<file path="src/rtl/usr_sequencer.sv">
// usr_sequencer: FSM that turns hold/shift/load commands into control for an external universal shift register.
// Optional abort feature enabled by defining USR_SEQ_ABORT_EN (adds abort/aborted ports).

module usr_sequencer #(
  parameter int WIDTH = 8,
  parameter int CW    = $clog2(WIDTH) + 1
) (
  input  logic             clk,
  input  logic             reset,
  input  logic             cmd_valid,
  output logic             cmd_ready,
  input  logic [1:0]       cmd_op,
  input  logic [CW-1:0]    cmd_count,
  input  logic [WIDTH-1:0] cmd_data,
  input  logic             ser_in,
  output logic [1:0]       sr_ctrl,
  output logic [WIDTH-1:0] sr_d,
  input  logic [WIDTH-1:0] sr_q,
  output logic             ser_out,
  output logic             busy,
  output logic             done
`ifdef USR_SEQ_ABORT_EN
  ,
  input  logic             abort,
  output logic             aborted
`endif
);

  typedef enum logic [1:0] {IDLE, LOAD, SHIFT, DONE} state_t;

  state_t           state_q, state_d;
  logic [1:0]       op_q, op_d;
  logic [WIDTH-1:0] data_q, data_d;
  logic [CW-1:0]    count_q, count_d;
  logic             ready_q, ready_d;
  logic [CW-1:0]    eff_count;
  logic             sr_q_unused;
`ifdef USR_SEQ_ABORT_EN
  logic             abrt_q, abrt_d;
`endif

  // Only the end bits of sr_q feed ser_out; the rest is intentionally ignored.
  assign sr_q_unused = ^sr_q;

  always_comb begin
    eff_count = cmd_count;
    if (int'(cmd_count) > WIDTH) eff_count = CW'(WIDTH);
  end

  always_comb begin
    state_d   = state_q;
    op_d      = op_q;
    data_d    = data_q;
    count_d   = count_q;
    ready_d   = 1'b1;
    cmd_ready = 1'b0;
    sr_ctrl   = 2'b00;
    sr_d      = '0;
    ser_out   = 1'b0;
    busy      = 1'b0;
    done      = 1'b0;
`ifdef USR_SEQ_ABORT_EN
    abrt_d    = abrt_q;
    aborted   = 1'b0;
`endif
    case (state_q)
      IDLE: begin
        // ready_q keeps cmd_ready low until the first edge after reset release.
        cmd_ready = ready_q;
        if (cmd_valid && ready_q) begin
`ifdef USR_SEQ_ABORT_EN
          abrt_d = 1'b0;
`endif
          case (cmd_op)
            2'b11: begin
              data_d  = cmd_data;
              state_d = LOAD;
            end
            2'b01, 2'b10: begin
              if (cmd_count != '0) begin
                op_d    = cmd_op;
                count_d = eff_count;
                state_d = SHIFT;
              end else begin
                state_d = DONE;
              end
            end
            default: state_d = DONE;
          endcase
        end
      end
      LOAD: begin
        busy    = 1'b1;
        sr_ctrl = 2'b11;
        sr_d    = data_q;
        state_d = DONE;
`ifdef USR_SEQ_ABORT_EN
        if (abort) abrt_d = 1'b1;
`endif
      end
      SHIFT: begin
        busy    = 1'b1;
        sr_ctrl = op_q;
        sr_d    = {WIDTH{ser_in}};
        ser_out = (op_q == 2'b01) ? sr_q[WIDTH-1] : sr_q[0];
        count_d = count_q - CW'(1);
        if (count_q == CW'(1)) state_d = DONE;
`ifdef USR_SEQ_ABORT_EN
        if (abort) begin
          abrt_d  = 1'b1;
          state_d = DONE;
        end
`endif
      end
      DONE: begin
        busy    = 1'b1;
        done    = 1'b1;
        count_d = '0;
        state_d = IDLE;
`ifdef USR_SEQ_ABORT_EN
        aborted = abrt_q;
`endif
      end
      default: state_d = IDLE;
    endcase
  end

  always_ff @(posedge clk or posedge reset) begin
    if (reset) begin
      state_q <= IDLE;
      op_q    <= '0;
      data_q  <= '0;
      count_q <= '0;
      ready_q <= 1'b0;
`ifdef USR_SEQ_ABORT_EN
      abrt_q  <= 1'b0;
`endif
    end else begin
      state_q <= state_d;
      op_q    <= op_d;
      data_q  <= data_d;
      count_q <= count_d;
      ready_q <= ready_d;
`ifdef USR_SEQ_ABORT_EN
      abrt_q  <= abrt_d;
`endif
    end
  end

endmodule

</file>
<file path="config.mk">
export PLATFORM = sky130hd
export DESIGN_NAME = usr_sequencer
export DESIGN_NICKNAME = d
export VERILOG_FILES = /design/src/rtl/usr_sequencer.sv
export SDC_FILE = /design/constraint.sdc
export NUM_CORES = 1
export LEC_CHECK = 0
export BUFFER_PORTS_ARGS = -buffer_cell sky130_fd_sc_hd__buf_2
export CORE_MARGIN = 8
export CORE_UTILIZATION = 49
export DETAILED_ROUTE_END_ITERATION = 16
export PLACE_DENSITY = 0.86
export SKIP_CTS_REPAIR_TIMING = 1
export SYNTH_ARGS = -nofsm -noshare
export SYNTH_HDL_FRONTEND = slang
export SYNTH_SLANG_ARGS = --single-unit
</file>
<file path="constraint.sdc">
create_clock -name clk -period 2.27 [get_ports clk]
set_clock_uncertainty 0.05 [all_clocks]
set_input_delay 0.227 -clock clk [delete_from_list [all_inputs] [get_ports clk]]
set_output_delay 0.227 -clock clk [all_outputs]
set_load 0.01 [all_outputs]
</file>
# == After elaboration in Yosys (flattened, before gate mapping) ==
# Index checks and enable logic that the tools add are counted.
# word_totals
elab_cells,46
ff_bits,17
ram_bits,0
latch_bits,0
n_memories,0
romBits,0
# op_classes
bitwise_logic,0
n_mul,0
n_reduce_logical,10
shifts,0
addsub,1
n_lt_le_gt_ge,1
n_eq_ne,12
div_mod_pow,0
n_mux,17
# op_table
operator,n
$mux 4,4
$pmux 8 s2,1
$pmux 4 s3,1
$eq 2x2->1 const B,4
$pmux 2 s2,2
$pmux 2 s4,1
$reduce_and 4->1,2
$eq 2x1->1 const B,3
$mux 1,6
$ne 2x2->1 const B,3
$eq 4x1->1 const B,1
$gt 4x4->1 const B,1
$mux 2,2
$reduce_bool 4->1,1
$sub 4x1->4 const B,1
$reduce_and 3->1,1
$reduce_bool 3->1,1
$reduce_or 3->1,1
$logic_not 2->1,1
$ne 2x1->1 const B,1
$reduce_and 2->1,1
$reduce_or 2->1,1
$logic_and 1x1->1,1

# == Longest topological paths before layout ==
# Gate-level depths: netlist (run 1).
# depth
ltp_word,6
depth_mapped,7
mapped_depth_nobuf,6

# == Worst setup path after synthesis (run 1) ==
# No wires, ideal clock.
# synth_timing
path_kind,register to register
start,reg state_q[0]
end,reg count_q[2]
path_stages_with_launch,8
slack_ns,0.673
path_buffers,1
t_required_ns,2.099
arrival_ns,1.426
path_cell_list,dfrtp_1 > inv_1 > ha_1 > buf_4 > nand3_1 > o22ai_2 > o21ai_2 > a22o_2
# synth_via
elab_chain_len,3
elab_cells_between_ends,9
# synth_lines
element,line,text
start: declaration,31,"state_t state_q, state_d;"
start signal: assignment,139,state_q <= state_d;
$eq 2x2->1 or $logic_not 2->1 (tied branches),66,case (state_q)
"$reduce_bool 3->1 (no line), or another cell as far along",-,
$reduce_and 4->1 (no line),-,
end signal: assignment,142,count_q <= count_d;
end: declaration,34,"logic [CW-1:0] count_q, count_d;"
# Several ways; a longest one is shown, not always the timed one.
# A chain may end at the register's enable or synchronous reset.

# == Worst setup path in the final report (run 1) ==
# layout_timing
start,reg state_q[0]
end,out sr_d[1]
# layout_via
elab_chain_len,2
elab_cells_between_ends,3
# layout_lines
element,line,text
$eq 2x2->1 or $eq 2x1->1 (tied branches),66,
$pmux 8 s2 (*),66,
end: declaration,17,"output logic [WIDTH-1:0] sr_d,"
# Mark *: on every way between the ends. The rest lies on a longest branch, timed or not.

==> results list, run 1 <==
- Global routing finished with a remaining overflow of 0.
- Buffer depth of the longest clock path: 2
- The first global-routing pass estimated 4250 µm of wire.
- Placer congestion estimate: 0.794
- Violations in the final reports: hold timing
- Antenna violations before repair: 0
* Number of pins exceeding their max-slew limit in the final report: 0
- The worst path in the final design needs a cycle of 1.97 ns, including I/O delays and setup.
* Overall die area: 0.00405 mm²
- Number of vias in the routed layout: 895
* Vertical die dimension: 63.6 µm
- Yosys warnings: 0
- The core region is 0.00217 mm².
- VDD sags by at most 0.000765 V.
- Net count after synthesis: 146
- Dividing the detail-routed wire length by the instance count gives 14.4 µm.
- After detailed routing, the number of remaining DRC violations is 0.
- Once detailed placement completed, the half-perimeter wirelength came to 1970 µm.
- Clock tree from TritonCTS: yes
* Largest fanout on the critical path: 9
- Measured against its own limit, the worst slew margin works out to 55.1%.
- Global routing used 12.6% of the available tracks across all layers.
- Pwr dens: 1310 mW/mm²
- Synthesized-area fraction occupied by and/or/nand/nor cells: 13.4%
* Final WL: 2470 µm
- The flow ran to the end, but the final reports show violations.
* Clock root buffer master: sky130_fd_sc_hd__clkbuf_4
* Required time reported for the critical path endpoint: 1.99 ns
- Clock tree synthesis found a total of 17 sinks.
* Commonest non-fill, non-tap cell in the layout: sky130_fd_sc_hd__buf_2
* Syn Inst Count: 111
- After Yosys synthesis, XOR and XNOR cells account for 0% of the synthesized area.
* Number of optimization iterations in the first detailed-route pass: 4
- Compound-cell area share of the yosys netlist: 18.6%
- Max Cap Violations: 0
- Pin count of the biggest net entering global routing: 18
* Static Leakage: 0.000660 µW
- In this run the tool buffered the top-level ports with 33 buffer cells.
- Share of the yosys chip area belonging to registers: 38.3%
* Number of buffers created by CTS: 3
* Final Hold Violating Endpoints: 17
- Final period util: 86.7%
- Data arrival at the endpoint of the critical path: 1.69 ns
- RSZ-0062 raised after global routing: no
- Via count of the first global-routing pass: 966
- Adding up every negative setup slack in the final design gives 0 ns.
- During I/O placement, the number of pins put on the boundary was 40.
* Die width: 63.6 µm
* Adder-cell share of the synthesized area: 10.1%
- Type of the worst setup path: register to output port
- Synthesized area: 0.00111 mm²
* Max Fclk: 508 MHz
- In this run the worst hold path is classified as primary input to asynchronous set/reset pin.
* Diodes inserted: 0
- Setup-failing EPs final: 0
- For this configuration, the core starts out at a cell density of 51.2%.
- Worst hold-check slack: -0.0275 ns
- In this run the remaining antenna-violating nets after routing total 0.
* Ratio of routed vias to standard cells: 5.20
- Post-synthesis mux area share: 13.9%
* Transition time of the tightest slew-check pin: 0.673 ns
- The clock reaches the later pin of the worst-skew pair after 0.28 ns.
- Detailed router's first-iteration violation count: 36
- In the layout the commonest cells are sky130_fd_sc_hd__buf_2, sky130_fd_sc_hd__dfrtp_1, sky130_fd_sc_hd__nand2_1.
* Nature of the critical path endpoint: output port
- Dominant combinational cell family by area after synthesis: compound AO/OA/AOI/OAI gates
* Row Count: 17
* Synthesized area per cell: 10.0 µm²
- The worst setup path is launched from a register.
- In this run, distinct cell masters in the synthesized netlist total 29.
- Placed inst area: 0.00128 mm²
* Post-route cell area: 0.00131 mm²
- CTS built an H-tree with a depth of 1.
- Clock transition at the registers of the reported paths: 0.10 ns
- Synthesis inferred 17 register bits.
- Relative to the synthesized area, the layout overhead comes to 18.2%.
- The post-route netlist has 37.5% of its cells at a drive strength greater than 1.
- Number of nets in the layout: 180
[registers in the layout, indices dropped and copies added, names as in the netlist]
| signal | cells |
|---|---|
| state_q | 2 |
| op_q | 2 |
| ready_q | 1 |
| count_q | 4 |
| data_q | 8 |
[worst paths after layout]
kind                       cells past startpoint                     end                    from  slack, ns
max                                            5                 sr_d[1]  state_q[0]$_DFFE_PP0P_       0.30
min                                            2   data_q[3]$_DFFE_PP0P_                   reset      -0.03
max reg2reg                                    6  count_q[2]$_DFFE_PP0P_  state_q[0]$_DFFE_PP0P_       0.40
min reg2reg                                    1   data_q[4]$_DFFE_PP0P_   data_q[4]$_DFFE_PP0P_       0.47
max in group asynchronous                      2       ready_q$_DFF_PP0_                   reset       1.77
min in group clk                               2   data_q[3]$_DFFE_PP0P_             cmd_data[3]       0.11
[metal layers]
metal | vias to the layer above | global-route usage (%) | share of wire (%)
met5 | - | 0 | 0
met4 | 0 | 2.51 | 0
met3 | 0 | 3.36 | 5.1
met2 | 25 | 22.8 | 49
met1 | 417 | 14.4 | 46
li1 | 453 | - | -
[kinds of logic after synthesis]
family	after synthesis
AO/OA/AOI/OAI	25
other	1
multiplexers	14
buffers and inverters	13
adder cells (fa/ha/maj)	9
flip-flops	17
AND/OR/NAND/NOR	32
[synth_stat cells]
library cell / n / share of area, %
sky130_fd_sc_hd__dfrtp_1: 17 / 38
sky130_fd_sc_hd__nand2_1: 13 / 4.4
sky130_fd_sc_hd__mux2_2: 11 / 11
sky130_fd_sc_hd__ha_1: 9 / 10
sky130_fd_sc_hd__inv_1: 9 / 3.0
sky130_fd_sc_hd__nor2_1: 9 / 3.0
sky130_fd_sc_hd__a21boi_0: 8 / 5.4
sky130_fd_sc_hd__a21oi_1: 6 / 2.7
sky130_fd_sc_hd__mux2i_1: 3 / 2.7
sky130_fd_sc_hd__nor2b_1: 3 / 1.7
sky130_fd_sc_hd__a22oi_1: 2 / 1.4
sky130_fd_sc_hd__and2_1: 2 / 1.1
sky130_fd_sc_hd__clkbuf_1: 2 / 0.68
sky130_fd_sc_hd__nor4_1: 2 / 1.1
sky130_fd_sc_hd__a2111oi_2: 1 / 1.4
sky130_fd_sc_hd__a22o_2: 1 / 0.90
sky130_fd_sc_hd__a2bb2oi_1: 1 / 0.79
sky130_fd_sc_hd__buf_4: 1 / 0.68
sky130_fd_sc_hd__buf_6: 1 / 1.0
sky130_fd_sc_hd__conb_1: 1 / 0.34
sky130_fd_sc_hd__nand3_1: 1 / 0.45
sky130_fd_sc_hd__nand4_2: 1 / 1.1
sky130_fd_sc_hd__nor3_1: 1 / 0.45
sky130_fd_sc_hd__o21ai_0: 1 / 0.45
sky130_fd_sc_hd__o21ai_1: 1 / 0.45
sky130_fd_sc_hd__o21ai_2: 1 / 0.79
sky130_fd_sc_hd__o22ai_2: 1 / 1.1
sky130_fd_sc_hd__o31a_1: 1 / 0.79
sky130_fd_sc_hd__o41ai_4: 1 / 2.5
[per-stage QoR]
| step | std cells | worst slack (ns) | total power, µW | utilization, % |
|---|---|---|---|---|
| 3_3_place_gp | 168 | 0.512 | 1520 | 59.2 |
| 4_1_cts | 172 | 0.136 | 1730 | 60.4 |
| 3_5_place_dp | 168 | 0.453 | 1570 | 59.2 |
| 5_1_grt | 172 | 0.141 | 1870 | 60.6 |
| 6_report | 172 | 0.301 | 1720 | 60.6 |
| 2_1_floorplan | 111 | 0.673 | 1310 | - |
[layout make-up]
cell class                      count  area, µm²
Inverter                            9       33.8
Sequential cell                    17        425
Timing Repair Buffer               33        165
Fill cell                         203        856
Clock buffer                        4       26.3
Tap cell                           28       35.0
Multi-Input combinational cell     81        628
[power by group]
group / internal (µW) / total [µW] / switching, µW
combinational: 474 / 1000 / 530
sequential: 450 / 554 / 104
clock: 68.2 / 161 / 93.1
[critical path: stages (launching register included)]
cell                       delay [ns]
sky130_fd_sc_hd__dfrtp_1         0.43
sky130_fd_sc_hd__inv_1           0.10
sky130_fd_sc_hd__ha_2            0.29
sky130_fd_sc_hd__nand2_1         0.21
sky130_fd_sc_hd__a21boi_0        0.22
sky130_fd_sc_hd__buf_2           0.16
No activity file was read; power rests on OpenSTA's default activity.
==> run 2: changes to the inputs <==
--- a/config.mk
+++ b/config.mk
@@ -7,9 +7,10 @@
 export LEC_CHECK = 0
 export BUFFER_PORTS_ARGS = -buffer_cell sky130_fd_sc_hd__buf_2
 export CORE_MARGIN = 8
-export CORE_UTILIZATION = 49
+export CORE_UTILIZATION = 50
+export CTS_BUF_LIST = sky130_fd_sc_hd__clkbuf_2 sky130_fd_sc_hd__clkbuf_4 sky130_fd_sc_hd__clkbuf_8
 export DETAILED_ROUTE_END_ITERATION = 16
-export PLACE_DENSITY = 0.86
+export PLACE_DENSITY = 0.87
 export SKIP_CTS_REPAIR_TIMING = 1
 export SYNTH_ARGS = -nofsm -noshare
 export SYNTH_HDL_FRONTEND = slang
==> results list, run 2 (synthesis results as in run 1) <==
- The flow ran to the end, but the final reports show violations.
- Violations in the final reports: hold timing
* Vertical die dimension: 63.1 µm
- Final Hold Violating Endpoints: 17
* Type of the worst setup path: register to output port
- The register with the most flip-flops in the layout has 8 of them.
* Internal power of the cells: 1000 µW
- Max Fclk: 470 MHz
- Routed wirelength normalized by instance count: 14.8 µm
* Comb power frac: 58.0%
* First-pass GRT wire length: 4320 µm
- The wire-length estimate of the detail-placed layout is 2080 µm.
- Initial Util: 51.7%
* Cell type of the slowest stage on the worst timing path: sky130_fd_sc_hd__dfrtp_1
- Remaining Overflow, GRT: 0
* Diodes inserted: 0
- The via count of the first global-routing pass came to 1024.
* Ratio of routed vias to standard cells: 5.28
- Post-layout power: 1750 µW
- Pin count of the biggest net entering global routing: 18
- Buffers inserted during clock tree synthesis total 3.
- Hold timing on the final database bottoms out at a slack of -0.0419 ns.
* Cell class contributing the biggest share of worst-path delay: flip-flops
- In this run the clock root is driven by a sky130_fd_sc_hd__clkbuf_4.
- In this run the number of H-tree levels came out at 1.
- The tool flagged a number of max-cap violations equal to 0.
- Net switching power: 750 µW
* Setup-failing EPs final: 0
- Clock tree from TritonCTS: yes
- Overall die area: 0.00399 mm²
* Placed inst area: 0.00128 mm²
* Largest fanout on the critical path: 9
* Row Count: 17
- STA puts the critical path data arrival time at 1.85 ns.
* Startpoint types: register
- Net switching is 42.8% of the power.
- The clock network burns 10.3% of the power.
- At the end of routability-driven placement, the weighted congestion stood at 0.783.
- Clock transition at the registers of the reported paths: 0.10 ns
- Clk sinks: 17
* Type of the tightest min-delay check: primary input to asynchronous set/reset pin
- Cell-by-cell trace of the critical path: inv_1, ha_1, nand2_1, a21boi_0, buf_2
- Number of I/O port buffers: 33
- In the final layout, the registers with the most flip-flops are data_q x8, count_q x4.
- Global routing used 12.9% of the available tracks.
* Required time reported for the critical path endpoint: 1.99 ns
- In the layout the commonest cells are sky130_fd_sc_hd__buf_2, sky130_fd_sc_hd__dfrtp_1, sky130_fd_sc_hd__nand2_1.
- Summing over every cut layer, the via total after detailed routing is 908.
* Final core area utilization: 61.2%
- Final period util: 93.8%
* Num ports: 40
* Fillers: 188
* Floorplan core area: 0.00215 mm²
* Commonest non-fill, non-tap cell in the layout: sky130_fd_sc_hd__buf_2
- The finished cells cover 0.00132 mm².
- Slew headroom: 55.2%
- Ranked by flip-flop count, first place goes to data_q.
- Number of optimization iterations in the first detailed-route pass: 5
- Together, buffers and inverters on the worst path number 2.
- Nature of the critical path endpoint: output port
* Final WL: 2550 µm
- For the finished layout, the period the worst path requires is 2.13 ns.
- The number of antenna violations at the first check in global routing was 0.
- For this design the ratio of total power to cell area is 1330 mW/mm².
- Fraction of final layout cells with drive strength greater than 1: 37.5%
- For the pin with the worst max-slew slack, the measured transition is 0.671 ns.
- Top layer in use: met4
- Synth-to-Final Area Change: 18.4%
* Number of pins exceeding their max-slew limit in the final report: 0
- Number of routed nets with antenna violations: 0
- Met2 WL: 1300 µm
- Wire segments on met3 add up to 140 µm in the final route.
* TNS Setup: 0 ns
- IR analysis of the VDD net gives a maximum drop of 0.000811 V.
- The die is 63.1 µm wide.
* Slowest cell delay on critical path: 0.43 ns
* WL met1: 1080 µm
- For this run, design rule violations remaining after detail routing come to 0.
- Clk Latency, worst-skew pair: 0.30 ns
* Static Leakage: 0.000665 µW
- For this block, the initial DRC count from the detailed router was 52.
- Of the total power, registers draw 31.7%.
- Buffer depth of the longest clock path: 2
- Number of nets in the layout: 180
- Setup repair after global routing left no endpoint under its margin.
## run 2: power groups by stage
stage | clock network, µW | registers (µW) | logic (µW)
5_1_grt | 194 | 572 | 1130
4_1_cts | 182 | 556 | 1030
3_3_place_gp | 0 | 550 | 966
6_report | 181 | 555 | 1020
3_5_place_dp | 0 | 564 | 1020
2_1_floorplan | 0 | 532 | 779
## run 2: final timing paths
path	startpoint	endpoint	slack (ns)	cells after the start
setup / recovery	state_q[0]$_DFFE_PP0P_	sr_d[6]	0.14	5
hold / removal	reset	state_q[1]$_DFFE_PP0P_	-0.04	2
setup reg to reg	state_q[0]$_DFFE_PP0P_	count_q[3]$_DFFE_PP0P_	0.38	6
hold reg to reg	data_q[6]$_DFFE_PP0P_	data_q[6]$_DFFE_PP0P_	0.47	1
max in group asynchronous	reset	count_q[3]$_DFFE_PP0P_	1.78	2
min in group clk	cmd_data[1]	data_q[1]$_DFFE_PP0P_	0.10	2
## run 2: area by class of cell
type	instances	area [µm²]	share of cell area [%]
multi-input cells	81	626	47.6
flip-flops and latches	17	425	32.4
repair buffers	33	165	12.6
well taps	28	35.0	2.66
inverters	9	33.8	2.57
clock buffers	4	30.0	2.28
## run 2: worst register-to-register path: stages, from the launching register on
cell and delay (ns):
sky130_fd_sc_hd__dfrtp_1 0.43, sky130_fd_sc_hd__inv_1 0.11, sky130_fd_sc_hd__ha_1 0.31, sky130_fd_sc_hd__nand3_1 0.16, sky130_fd_sc_hd__o22ai_2 0.40, sky130_fd_sc_hd__mux2i_1 0.24
sky130_fd_sc_hd__o21ai_1 0.09
## run 2: layer usage
| metal | track usage (%) | up-vias |
|---|---|---|
| met2 | 25.0 | 37 |
| met1 | 13.0 | 416 |
| met4 | 3.42 | 0 |
| met5 | 0 | - |
| met3 | 3.71 | 4 |
| li1 | - | 451 |
## run 2: through the flow
stage	cells	setup WS (ns)
2_1_floorplan	111	0.673
3_3_place_gp	168	0.525
3_5_place_dp	168	0.421
4_1_cts	172	0.155
5_1_grt	172	0.00192
6_report	172	0.141
